### src/rtl/pixel_color_pipe.sv
// Pixel colour stage behind the rect-priority mux tree: colour RAM lookup, background/blank select.
// Optional per-frame hit counter enabled by defining GPU_HIT_COUNT_EN.
`ifndef RECT_COUNT
`define RECT_COUNT 12
`endif
`ifndef RECT_COUNT_WIDTH
`define RECT_COUNT_WIDTH 4
`endif

module pixel_color_pipe #(
   parameter int RECT_COUNT       = `RECT_COUNT,
   parameter int RECT_COUNT_WIDTH = `RECT_COUNT_WIDTH,
   parameter int COLOR_WIDTH      = 16,
   parameter int HIT_CNT_WIDTH    = 20
) (
   input  logic                        clk,
   input  logic                        reset,
   input  logic                        frame_start,
   input  logic [COLOR_WIDTH-1:0]      bg_color,
   input  logic                        pix_valid_in,
   input  logic                        hit_flag,
   input  logic [RECT_COUNT_WIDTH-1:0] hit_index,
   input  logic                        blank,
   output logic [RECT_COUNT_WIDTH-1:0] color_addr,
   input  logic [COLOR_WIDTH-1:0]      color_data,
   output logic                        pix_valid_out,
   output logic [COLOR_WIDTH-1:0]      pixel_color,
   output logic [HIT_CNT_WIDTH-1:0]    hit_count
);

   localparam logic [RECT_COUNT_WIDTH:0] RECT_LIMIT = (RECT_COUNT_WIDTH+1)'(RECT_COUNT);

   // Each pixel carries its own background copy so a frame_start cannot recolour in-flight pixels.
   typedef struct packed {
      logic                   valid;
      logic                   hit;
      logic                   blank;
      logic [COLOR_WIDTH-1:0] bg;
   } stage_t;

   stage_t                      s1_q, s1_d, s2_q, s2_d;
   logic [COLOR_WIDTH-1:0]      bg_q, bg_d;
   logic [RECT_COUNT_WIDTH-1:0] addr_q, addr_d;
   logic                        vout_q, vout_d;
   logic [COLOR_WIDTH-1:0]      color_q, color_d;

   always_comb begin
      bg_d        = frame_start ? bg_color : bg_q;
      s1_d.valid  = pix_valid_in;
      s1_d.hit    = pix_valid_in && hit_flag && ({1'b0, hit_index} < RECT_LIMIT);
      s1_d.blank  = blank;
      s1_d.bg     = bg_d;
      addr_d      = s1_d.hit ? hit_index : addr_q;
      s2_d        = s1_q;
      vout_d      = s2_q.valid;
      color_d     = color_q;
      if (s2_q.valid)
         color_d = s2_q.blank ? '0 : (s2_q.hit ? color_data : s2_q.bg);
   end

   always_ff @(posedge clk or posedge reset) begin
      if (reset) begin
         s1_q    <= '0;
         s2_q    <= '0;
         bg_q    <= '0;
         addr_q  <= '0;
         vout_q  <= 1'b0;
         color_q <= '0;
      end else begin
         s1_q    <= s1_d;
         s2_q    <= s2_d;
         bg_q    <= bg_d;
         addr_q  <= addr_d;
         vout_q  <= vout_d;
         color_q <= color_d;
      end
   end

   assign color_addr    = addr_q;
   assign pix_valid_out = vout_q;
   assign pixel_color   = color_q;

`ifdef GPU_HIT_COUNT_EN
   logic                     s3_cnt_q, s3_cnt_d;
   logic [HIT_CNT_WIDTH-1:0] cnt_q, cnt_d, cnt_inc, hc_q, hc_d;

   // cnt_inc includes the pixel retiring this cycle, so a frame_start never drops it.
   always_comb begin
      s3_cnt_d = s2_q.valid && s2_q.hit && !s2_q.blank;
      cnt_inc  = (s3_cnt_q && (cnt_q != '1)) ? cnt_q + HIT_CNT_WIDTH'(1) : cnt_q;
      cnt_d    = frame_start ? '0 : cnt_inc;
      hc_d     = frame_start ? cnt_inc : hc_q;
   end

   always_ff @(posedge clk or posedge reset) begin
      if (reset) begin
         s3_cnt_q <= 1'b0;
         cnt_q    <= '0;
         hc_q     <= '0;
      end else begin
         s3_cnt_q <= s3_cnt_d;
         cnt_q    <= cnt_d;
         hc_q     <= hc_d;
      end
   end

   assign hit_count = hc_q;
`else
   assign hit_count = '0;
`endif

endmodule

### config.mk
export PLATFORM = sky130hd
export DESIGN_NAME = pixel_color_pipe
export DESIGN_NICKNAME = d
export VERILOG_FILES = /design/src/rtl/pixel_color_pipe.sv
export SDC_FILE = /design/constraint.sdc
export NUM_CORES = 1
export LEC_CHECK = 0
export CAP_MARGIN = 10
export CELL_PAD_IN_SITES_DETAIL_PLACEMENT = 1
export CELL_PAD_IN_SITES_GLOBAL_PLACEMENT = 1
export CORE_MARGIN = 2
export CORE_UTILIZATION = 38
export CTS_CLUSTER_DIAMETER = 150
export DETAILED_ROUTE_END_ITERATION = 12
export MAX_ROUTING_LAYER = met4
export PLACE_DENSITY = 0.95
export SETUP_SLACK_MARGIN = 0.3
export SLEW_MARGIN = 5
export SYNTH_ARGS = -nofsm -noshare
export SYNTH_HDL_FRONTEND = slang
export SYNTH_SLANG_ARGS = --single-unit
### constraint.sdc
create_clock -name clk -period 3.2 [get_ports clk]
set_input_delay 0.48 -clock clk [delete_from_list [all_inputs] [get_ports clk]]
set_output_delay 0.48 -clock clk [all_outputs]
set_load 0.02 [all_outputs]
==> metrics <==
status complete, no violations; synthesized area 0.002343 sq mm; slew of the pin with the lowest slew margin 0.8914 ns; sequential area share after synthesis 63.00%; Multi-input gate area 633.1 sq um; Iteration-0 DRC Markers 76; top post-synthesis cells by area dfrtp_1 (63%), mux2i_1 (6.8%), buf_4 (6.4%), mux2_4 (6.4%), o22ai_1 (4.0%); IO Pins 83; DIE HEIGHT 82.53 um; Worst Hold Depth 0; post-synth top area share 63.00%; FF-to-FF setup slack 1.73 ns; Yosys warnings 0; Final Critical Period 1.827 ns; number of library cell types mapped by synthesis 17; # nets final 270; max incr delay on CP 0.64 ns; Worst Path Buf+Inv 1; die area 0.006811 sq mm; syn_area_per_cell 14.47 sq um; Mapped Cells 162; count of final max-slew check failures 0; max-cap violation count 0; largest net degree at the start of global routing 39; Final Cycle Share 57.09%; Startpoint Class flip-flop; GPL Wtd Cong 0.7909; Required @ worst endpoint 2.72 ns; vias per std cell 4.558; Post-Route Setup TNS 0 ns; Top delay family on crit path buffers and inverters; Critical Path AT 1.35 ns; Ant. Diodes 0; Layout area overhead 31.07%; CTS Buffer Depth 2; Clock Sinks 59; vias in the first global route 1509; leading area contributor after synthesis dfrtp_1; wire length of the first global-routing pass 7.921 mm; flop and latch count out of synthesis 59; Final Cell Area 0.003072 sq mm; clk_skew 0.007711 ns; VDD IR-drop max 0.0002788 V; worst-path fanout max 2; initial antenna violation count 0; CTS root buf clkbuf_8; Post-CTS Hold Fix Bufs 0; crit-path cells clkdlybuf4s50_1; Rows 28; Sequential Area 0.001476 sq mm; RSZ-0062 raised after global routing no; Chip Width 82.53 um; worst-path cell with the longest stage delay clkdlybuf4s50_1; Stages on worst setup path 1; final setup fails 0; R2R Path End pixel_color[5]; Fin. Hold Viols 0; Worst-path clk slew 0.07 ns; total wire length 4.973 mm; Post-CTS Resized 0; HP Class reg -> reg; CTS tree done; Post-Place Cell Area 0.002903 sq mm; worst hold path endpoint s2_q[17]; r2r startpoint s2_q[17]; via count 1404; main combinational cell family by area after synthesis multiplexers; PD cells 560.6 mW/mm^2; most frequent cells in the layout clkdlybuf4s50_1 (62), dfrtp_1 (59), conb_1 (20), inv_1 (16), mux2i_1 (16); CORE AREA 0.005956 sq mm; starting density of the core 39.35%; leading cell type in the layout, fill and taps excluded clkdlybuf4s50_1; Static Leak 1.360 nW; Worst slew margin 40.39%; dpl hpwl 3.670 mm; gr usage total 16.93%; Setup Crit Path Kind reg -> out; Routed WL per cell 16.15 um; post-synthesis mux area share 17.08%; Num CTS Buffers 9; hold path start s1_q[17]; share of cells above drive strength 1 13.73%; Post-Synth Adder-Cell Area 0%; # DRC 0; DR pass1 iterations 4; XOR/XNOR share of the synthesized area 0%; CP Capture Type primary output; Synth Area in Simple Gates 1.068%; DRT antenna net count 0; maximum clock rate 0.5474 GHz; Post-CTS Setup Bufs 0; Reg2Reg Depth 2; post-synthesis compound-gate area fraction 5.659%; I/O Buffers 62; fill count 646; H-tree depth 3; clk_lat worst skew 0.34 ns; gr ovfl total 0
==> through the flow <==
step	util (%)	cells	worst slack, ns	power [mW]	hold WS, ns
2_1_floorplan	-	181	1.264	1.044	0.3312
3_3_place_gp	48.74	292	1.160	1.151	0.3336
3_5_place_dp	48.74	292	1.132	1.169	0.3364
4_1_cts	51.58	308	1.338	1.742	0.3510
5_1_grt	51.58	308	1.315	1.809	0.3619
6_report	51.58	308	1.373	1.722	0.3482
==> registers in the layout (all words and copies together), names as in the netlist <==
register and cells:
s2_q 18, bg_q 16, pixel_color 16, color_addr 4, s1_q 3, pix_valid_out 1
vout_d 1
==> where the power goes <==
part / total [mW] / switching [mW] / internal (mW)
Clock: 0.571 / 0.296 / 0.275
Combinational: 0.285 / 0.134 / 0.151
Sequential: 0.866 / 0.0461 / 0.820
Total: 1.72 / 0.476 / 1.25
==> area by class of cell <==
| class | count | share of cell area, % |
|---|---|---|
| clock buffers | 9 | 4.033 |
| clock inverters | 7 | 1.466 |
| flip-flops and latches | 59 | 48.07 |
| inverters | 17 | 2.077 |
| well taps | 75 | 3.055 |
| multi-input cells | 77 | 20.61 |
| repair buffers | 64 | 20.69 |
==> worst max path at each step <==
stage / endpoint / from
floorplan: bg_q[0] / reset
global placement: bg_q[13] / frame_start
detailed placement: bg_q[14] / frame_start
CTS: pixel_color[10] / pixel_color[10]
global route: pixel_color[10] / pixel_color[10]
finish: pixel_color[2] / pixel_color[2]
==> Yosys cell counts (all sizes together) <==
cell	instances
nand2b	1
o22ai	16
buf	28
nand2	1
inv	17
dfrtp	59
nor2	2
conb	1
mux2	18
a21oi	1
mux2i	16
o22a	2
==> metal layers <==
metal	up-vias	share of wire (%)	global-route usage (%)
met1	717	42	19.84
met3	12	4.3	4.348
met4	0	2.9	9.344
li1	632	-	-
met2	43	51	26.69
met5	-	0	-
==> cell families (layout without fill, tap and decap cells) <==
kind of cell / Yosys count / in the layout
flip-flops: 59 / 59
buffers and inverters: 45 / 97
multiplexers: 34 / 34
AO/OA/AOI/OAI: 19 / 19
AND/OR/NAND/NOR: 4 / 4
other: 1 / 20
Power figures use the tool's default switching activity.
